**src/rtl/branch_resolve_if.sv**
```systemverilog
// rtl/branch_resolve_if.sv - EX-stage branch resolution bus between pipeline and branch_resolve
interface branch_resolve_if;
  logic        ex_valid;
  logic        ex_stall;
  logic [2:0]  br_type;
  logic [15:0] alu_result;
  logic        alu_z;
  logic        alu_c;
  logic        alu_v;
  logic        alu_n;
  logic        flag_we;
  logic [15:0] pc_ex;
  logic [15:0] br_offset;
  logic        redirect_valid;
  logic [15:0] redirect_pc;
  logic        flush_if;
  logic        flush_id;
  logic [3:0]  flags_q;

  // pipeline side: drives the EX instruction, receives redirect/flush/flags
  modport master (
    output ex_valid, ex_stall, br_type, alu_result, alu_z, alu_c, alu_v, alu_n,
           flag_we, pc_ex, br_offset,
    input  redirect_valid, redirect_pc, flush_if, flush_id, flags_q
  );

  // branch unit side
  modport slave (
    input  ex_valid, ex_stall, br_type, alu_result, alu_z, alu_c, alu_v, alu_n,
           flag_we, pc_ex, br_offset,
    output redirect_valid, redirect_pc, flush_if, flush_id, flags_q
  );
endinterface

```
**src/rtl/branch_resolve.sv**
```systemverilog
// rtl/branch_resolve.sv - branch condition/target resolution, redirect and front-end flush; optional BR_STATS_EN counters
module branch_resolve #(
  parameter int FLUSH_CYCLES = 2
) (
  input  logic               clk,
  input  logic               rst_n,
  branch_resolve_if.slave    bus
`ifdef BR_STATS_EN
  ,
  output logic [15:0]        br_count,
  output logic [15:0]        br_taken_count
`endif
);

  typedef enum logic {IDLE = 1'b0, FLUSH = 1'b1} state_t;

  localparam logic [2:0] CNT_INIT = 3'(FLUSH_CYCLES - 1);

  state_t      state;
  logic [2:0]  cnt;
  logic        redirect_valid_q;
  logic [15:0] redirect_pc_q;
  logic        flush_q;
  logic [3:0]  flags_r;
  logic        acc;
  logic        taken;
  logic [15:0] target;

  // only a valid, non-stalled instruction seen in IDLE is evaluated; anything in FLUSH is wrong-path
  assign acc = bus.ex_valid & ~bus.ex_stall & (state == IDLE);

  // branch condition on live ALU flags (compares come from rs-rt, C is borrow) and target select
  always_comb begin
    taken  = 1'b0;
    target = bus.pc_ex + bus.br_offset;
    case (bus.br_type)
      3'd1: taken = bus.alu_z;
      3'd2: taken = ~bus.alu_z;
      3'd3: taken = bus.alu_n ^ bus.alu_v;
      3'd4: taken = ~(bus.alu_n ^ bus.alu_v);
      3'd5: taken = bus.alu_c;
      3'd6: taken = ~bus.alu_c;
      3'd7: begin
        taken  = 1'b1;
        target = bus.alu_result;
      end
      default: taken = 1'b0;
    endcase
  end

  // redirect/flush FSM; the flush counter runs regardless of ex_stall
  always_ff @(posedge clk or negedge rst_n) begin
    if (!rst_n) begin
      state            <= IDLE;
      cnt              <= 3'd0;
      redirect_valid_q <= 1'b0;
      redirect_pc_q    <= 16'h0000;
      flush_q          <= 1'b0;
    end else begin
      redirect_valid_q <= 1'b0;
      case (state)
        IDLE: begin
          if (acc && taken) begin
            state            <= FLUSH;
            cnt              <= CNT_INIT;
            redirect_valid_q <= 1'b1;
            redirect_pc_q    <= target;
            flush_q          <= 1'b1;
          end
        end
        FLUSH: begin
          if (cnt == 3'd0) begin
            state   <= IDLE;
            flush_q <= 1'b0;
          end else begin
            cnt <= cnt - 3'd1;
          end
        end
        default: state <= IDLE;
      endcase
    end
  end

  // architectural flags, written even when the same instruction is a taken branch
  always_ff @(posedge clk or negedge rst_n) begin
    if (!rst_n) begin
      flags_r <= 4'b0000;
    end else if (acc && bus.flag_we) begin
      flags_r <= {bus.alu_z, bus.alu_c, bus.alu_v, bus.alu_n};
    end
  end

  assign bus.redirect_valid = redirect_valid_q;
  assign bus.redirect_pc    = redirect_pc_q;
  assign bus.flush_if       = flush_q;
  assign bus.flush_id       = flush_q;
  assign bus.flags_q        = flags_r;

`ifdef BR_STATS_EN
  // saturating counters of accepted branches and of accepted taken branches
  always_ff @(posedge clk or negedge rst_n) begin
    if (!rst_n) begin
      br_count       <= 16'h0000;
      br_taken_count <= 16'h0000;
    end else if (acc && (bus.br_type != 3'd0)) begin
      if (br_count != 16'hFFFF) br_count <= br_count + 16'd1;
      if (taken && (br_taken_count != 16'hFFFF)) br_taken_count <= br_taken_count + 16'd1;
    end
  end
`endif

endmodule

```
**src/flat_wrapper.sv**
```systemverilog
// flat-port wrapper written by rule: the top's interface ports become plain ports
module branch_resolve_flat 
#(
  parameter int FLUSH_CYCLES = 2
)
  (clk, rst_n, bus_ex_valid, bus_ex_stall, bus_br_type, bus_alu_result, bus_alu_z, bus_alu_c, bus_alu_v, bus_alu_n, bus_flag_we, bus_pc_ex, bus_br_offset, bus_redirect_valid, bus_redirect_pc, bus_flush_if, bus_flush_id, bus_flags_q);
  branch_resolve_if bus_i ();
  input  logic clk;
  input  logic rst_n;
  input wire logic [$bits(bus_i.ex_valid)-1:0] bus_ex_valid;
  input wire logic [$bits(bus_i.ex_stall)-1:0] bus_ex_stall;
  input wire logic [$bits(bus_i.br_type)-1:0] bus_br_type;
  input wire logic [$bits(bus_i.alu_result)-1:0] bus_alu_result;
  input wire logic [$bits(bus_i.alu_z)-1:0] bus_alu_z;
  input wire logic [$bits(bus_i.alu_c)-1:0] bus_alu_c;
  input wire logic [$bits(bus_i.alu_v)-1:0] bus_alu_v;
  input wire logic [$bits(bus_i.alu_n)-1:0] bus_alu_n;
  input wire logic [$bits(bus_i.flag_we)-1:0] bus_flag_we;
  input wire logic [$bits(bus_i.pc_ex)-1:0] bus_pc_ex;
  input wire logic [$bits(bus_i.br_offset)-1:0] bus_br_offset;
  output wire logic [$bits(bus_i.redirect_valid)-1:0] bus_redirect_valid;
  output wire logic [$bits(bus_i.redirect_pc)-1:0] bus_redirect_pc;
  output wire logic [$bits(bus_i.flush_if)-1:0] bus_flush_if;
  output wire logic [$bits(bus_i.flush_id)-1:0] bus_flush_id;
  output wire logic [$bits(bus_i.flags_q)-1:0] bus_flags_q;
  assign bus_i.ex_valid = bus_ex_valid;
  assign bus_i.ex_stall = bus_ex_stall;
  assign bus_i.br_type = bus_br_type;
  assign bus_i.alu_result = bus_alu_result;
  assign bus_i.alu_z = bus_alu_z;
  assign bus_i.alu_c = bus_alu_c;
  assign bus_i.alu_v = bus_alu_v;
  assign bus_i.alu_n = bus_alu_n;
  assign bus_i.flag_we = bus_flag_we;
  assign bus_i.pc_ex = bus_pc_ex;
  assign bus_i.br_offset = bus_br_offset;
  assign bus_redirect_valid = bus_i.redirect_valid;
  assign bus_redirect_pc = bus_i.redirect_pc;
  assign bus_flush_if = bus_i.flush_if;
  assign bus_flush_id = bus_i.flush_id;
  assign bus_flags_q = bus_i.flags_q;
  branch_resolve #(.FLUSH_CYCLES(FLUSH_CYCLES)) u_core (.clk(clk), .rst_n(rst_n), .bus(bus_i));
endmodule
```
**config.mk**
```make
export PLATFORM = sky130hd
export DESIGN_NAME = branch_resolve_flat
export DESIGN_NICKNAME = d
export VERILOG_FILES = /design/src/rtl/branch_resolve_if.sv /design/src/rtl/branch_resolve.sv /design/src/flat_wrapper.sv
export SDC_FILE = /design/constraint.sdc
export NUM_CORES = 1
export LEC_CHECK = 0
export CELL_PAD_IN_SITES_DETAIL_PLACEMENT = 1
export CELL_PAD_IN_SITES_GLOBAL_PLACEMENT = 2
export CORE_MARGIN = 2
export CORE_UTILIZATION = 24
export CTS_BUF_LIST = sky130_fd_sc_hd__clkbuf_8 sky130_fd_sc_hd__clkbuf_16
export DETAILED_ROUTE_END_ITERATION = 10
export PLACE_DENSITY_LB_ADDON = 0.1
export SYNTH_ARGS = -nofsm -noshare
export SYNTH_HDL_FRONTEND = slang
export SYNTH_SLANG_ARGS = --single-unit
```
**constraint.sdc**
```tcl
create_clock -name clk -period 1.7 [get_ports clk]
set_input_delay 0.255 -clock clk [delete_from_list [all_inputs] [get_ports clk]]
set_output_delay 0.255 -clock clk [all_outputs]
set_load 0.05 [all_outputs]
```
### After elaboration in Yosys (flattened, before gate mapping)

Index checks and enable logic that the tools add are counted.

* mux-type cells: 12
* eq/ne operators: 10
* reduce and logical (&&, ||, !) cells: 6
* $add $sub $neg: 2
* bitwise logic cells: 8

Operator list (number)
* $add 16x16->16: 1
* $mux 16: 1
* $eq 3x3->1 const B: 4
* $pmux 1 s7: 1
* $eq 3x2->1 const B: 2
* $mux 3: 2
* $ne 2x2->1 const B: 3
* $pmux 3 s2: 1
* $reduce_and 2->1: 3
* $mux 1: 5
* $not 1->1: 5
* $pmux 1 s2: 2
* $eq 3x1->1 const B: 1
* $logic_not 3->1: 1
* $sub 3x1->3 const B: 1
* $and 1x1->1: 2
* $logic_and 1x1->1: 2
* $xor 1x1->1: 1

* word-level logic and storage cells: 44
* bits in registers: 26
* input port bits: 60

### Depth between registers and ports, before layout

* word-level depth: 6
* gate-level depth with buffers: 8
* gate-level depth less buffers: 8

### Worst setup path before layout

OpenSTA, ideal clock, no wires.

* path kind: input to register
* start: in bus_br_offset[0]
* end: reg u_core.redirect_pc_q[10], in the netlist u_core.bus.redirect_pc[10]
* library setup time: 0.132 ns
* buffers on the path: 0
* setup slack: -0.413 ns
* data required time: 1.568 ns
* data arrival time: 1.981 ns
* stages on the path: 8
* cell sequence: ha_1 fa_1 a21o_1 a221oi_4 o21ai_1 a31oi_1 mux2i_1 o211ai_1

* word-level cells in the longest chain between the ends: 2

RTL lines
* start, declared: line flat_wrapper.sv:20 `input wire logic [$bits(bus_i.br_offset)-1:0] bus_br_offset;`
* $add 16x16->16: line branch_resolve.sv:35 `target = bus.pc_ex + bus.br_offset;`
* $mux 16: line branch_resolve.sv:36 `case (bus.br_type)`
* end signal, assigned: line branch_resolve.sv:67 `redirect_pc_q <= target;`
* end, declared: line branch_resolve.sv:22 `logic [15:0] redirect_pc_q;`

No other way between the ends.
A chain may end at the register's enable or synchronous reset.

### Final worst setup path

* start: in bus_pc_ex[0]
* end: reg u_core.redirect_pc_q[14], in the netlist u_core.bus.redirect_pc[14]

* word-level cells in the longest chain between the ends: 2

RTL lines
* start, declared: line flat_wrapper.sv:19 `input wire logic [$bits(bus_i.pc_ex)-1:0] bus_pc_ex;`
* $add 16x16->16: line branch_resolve.sv:35
* $mux 16: line branch_resolve.sv:36

No other way between the ends.

==> results.yml <==
run_status:
  status: "complete, but fails checks"
  violations: "setup timing"
logic_synthesis:
  synth_mux_area_share_pct: 7.24
  synth_compound_area_share_pct: 22.1
  ys_types: 45
  synth_edf_count: 0
  synth_nets: 290
  syn_area_um2: 1930
  postSynthCellCount: 212
  synth_ff_type: "dfrtp_1"
  synth_xor_area_share_pct: 5.43
  synth.avg_cell_area_um2: 9.12
  synth_top_family_by_area: "compound AO/OA/AOI/OAI gates"
  async_reset_ff_share_pct: 100
  yosys.area_share.simple_pct: 16.2
  synth_seq_cells: 26
  yosys_warnings: 0
  yosysSeqAreaShare_pct: 33.6
  synth_fa_ha_area_share_pct: 12.0
die:
  fp-row-count: 32
  fp.dieArea_um2: 8790
  ios: 83
  start_util_pct: 24.9
  die_h_um: 93.8
  die_w_um: 93.8
  core-area_um2: 7770
drt:
  drt_iter0_drc: 56
  via_count: 1986
  via_per_inst: 4.48
  drt_first_pass_iters: 4
  drcViolationCount: 0
  wl_um: 6210
  post_drt_wl_per_cell_um: 14.0
  ant_nets: 0
sta:
  hold_viol: 0
  rsz0062_at_grt: "true"
  setup_violations: 9
  fin_skew_ns: 0.000876
  relSlewSlack_pct: 71.7
  period_share_pct: 113
  final.setup.tns_ns: -0.741
  fin_crit_ns: 1.92
  worstMarginPinSlew_ns: 0.421
  timing.fmax_mhz: 522
  layout_setup_ws_ns: -0.216
  slew_violations: 0
final_layout:
  drive_gt1_share_pct: 37.5
  fillers: 918
  regArea_um2: 651
  antenna_cells: 0
  multi_input_area_um2: 1440
  area_growth_pct: 79.5
  nets: 421
clock_tree:
  cts.path.max_buffers: 2
  cts-root-buf: "clkbuf_8"
  hold_buffers: 0
  cts_sinks: 26
  cts_tree: "done"
  clk_latency_ns: 0.27
  cts_buffers: 3
  htree_levels: 1
  path_clk_slew_ns: 0.09
placement:
  io_buffers: 82
  place_hpwl_um: 4810
  place.gp.congestion: 0.740
  place_ws_ns: -0.934
worst_setup_path:
  r2r-start: "u_core.state$_DFF_PN0_"
  path_buf_inv: 1
  cp_slowest_cell: "a221oi_4"
  cp_top_family: "compound AO/OA/AOI/OAI gates"
  cp.arrival_ns: 2.07
  worstPathCellList: "buf_6, ha_4, fa_2, a21o_1, a221oi_4, a2bb2oi_2, a31o_1, mux2i_1, nor3_2"
  required_ns: 1.86
  crit_path_max_incr_delay_ns: 0.34
  path_max_fanout: 3
  critPathLaunch: "bus_pc_ex[0]"
  criticalPathCategory: "input pin to flop"
  critPathLaunchType: "input pin"
  crit_path_end_kind: "flop"
run:
  maxCapViolations: 0
power:
  ir_drop_mv: 0.486
  total_power_mw: 3.98
  power_density_nw_per_um2: 1150
  leakage_nw: 1.63
global_route:
  grt_pass1_wl_um: 9940
  first_global_vias: 2125
  grt_usage_pct: 14.1
  antenna_found_initial: 0
  overflow: 0
  grt_max_degree: 27
min_path:
  hp-start: "bus_alu_v"
  holdCritPathClass: "input pin to flop"
## cell families after synthesis
group,count (synthesis)
buf+inv,14
compound gates,61
simple gates,68
fa+ha+maj,18
xor+xnor,12
mux,13
flops,26
## stage by stage
| stage | instances | utilization (%) | hold WS [ns] | cell area, µm² |
|---|---|---|---|---|
| 3_5_place_dp | 430 | 40.4 | 0.474 | 3140 |
| 2_1_floorplan | 212 | - | -0.0406 | 1950 |
| 6_report | 443 | 44.7 | 0.347 | 3470 |
| 5_1_grt | 443 | 44.7 | 0.355 | 3470 |
| 3_3_place_gp | 430 | 40.4 | 0.463 | 3140 |
| 4_1_cts | 442 | 43.9 | 0.377 | 3410 |
## layer usage
layer	global-route usage [%]	routed length [µm]
met5	0	0
met4	3.26	46
met1	19.1	2980
met2	24.6	3010
met3	0.642	178
## worst register-to-register path: stages (launching register included)
cell and delay, ns:
dfrtp_1 0.42, nor2_1 0.23, o2111ai_4 0.21, inv_2 0.14
buf_4 0.16, nand3b_1 0.08, mux2i_1 0.18, nor3_2 0.07
## registers in the layout, indices dropped and copies added (netlist names)
| signal | flops |
|---|---|
| u_core.bus.redirect_valid | 1 |
| u_core.bus.flags_q | 4 |
| u_core.state | 1 |
| u_core.bus.redirect_pc | 16 |
| u_core.bus.flush_id | 1 |
| u_core.cnt | 3 |
## cell usage in the layout, fill, tap and decap left out, drive strengths merged
cell type	instances
o31ai	2
nor2	21
nand2b	1
nand2	24
o21ai	20
and2	2
a21o	6
and3	7
clkbuf	5
o211ai	3
a31oi	2
nand3	3
or3	2
o2111ai	1
clkdlybuf4s50	32
xor2	4
and4	1
a21oi	17
a211o	1
nor3	4
a211oi	3
bufbuf	1
a31o	1
inv	6
buf	82
xnor2	8
dlygate4sd2	16
mux2	5
mux2i	8
fa	1
nand4	2
o32a	1
dlymetal6s2s	1
nand3b	1
dfrtp	26
a221oi	2
ha	17
a2bb2oi	1
o21a	1
## synth_stat cells (all sizes together), types with 2 or more instances
library cell	number	share of area (%)
dfrtp	26	34
nand2	24	4.7
nor2	21	4.1
o21ai	20	5.4
a21oi	17	4.4
ha	17	11
mux2i	8	4.1
xnor2	8	3.6
and3	7	2.3
a21o	6	2.3
inv	6	1.2
mux2	5	3.1
buf	4	1.5
clkbuf	4	0.78
nor3	4	1.3
xor2	4	1.8
a211oi	3	1.2
nand3	3	0.78
o211ai	3	1.4
a221oi	2	1.8
a31oi	2	1.4
and2	2	0.65
nand4	2	0.65
o31ai	2	0.78
or3	2	0.65
## final timing paths
check / end / slack [ns] / depth (start not counted)
max: u_core.bus.redirect_pc[14]$_DFFE_PN0P_ / -0.22 / 9
min: u_core.bus.flags_q[1]$_DFFE_PN0P_ / 0.35 / 2
max reg2reg: u_core.bus.redirect_pc[14]$_DFFE_PN0P_ / 0.11 / 7
min reg2reg: u_core.bus.redirect_pc[7]$_DFFE_PN0P_ / 0.49 / 2
max in group asynchronous: u_core.cnt[0]$_DFFE_PN0P_ / 1.07 / 2
min in group asynchronous: u_core.bus.flags_q[1]$_DFFE_PN0P_ / 0.36 / 2
## power breakdown
| part | internal, mW | total (mW) | switching (mW) |
|---|---|---|---|
| Clock | 0.159 | 0.345 | 0.186 |
| Sequential | 0.909 | 1.08 | 0.170 |
| Combinational | 0.971 | 2.56 | 1.58 |
| Total | 2.04 | 3.98 | 1.94 |
## cell type report
class	count	area share, %
Multi-Input combinational cell	172	41.6
Timing Repair Buffer	134	34.2
Sequential cell	26	18.7
Tap cell	102	3.68
Clock buffer	3	1.19
Inverter	6	0.649
## repair_timing
item	in CTS	in global routing
endpoints found under the hold margin	0	0
resized for setup	83	15
pin swaps	37	23
buffers inserted	9	3
gates cloned	1	0
endpoints found under the setup margin	18	16
(Power assumes the default switching activity.)
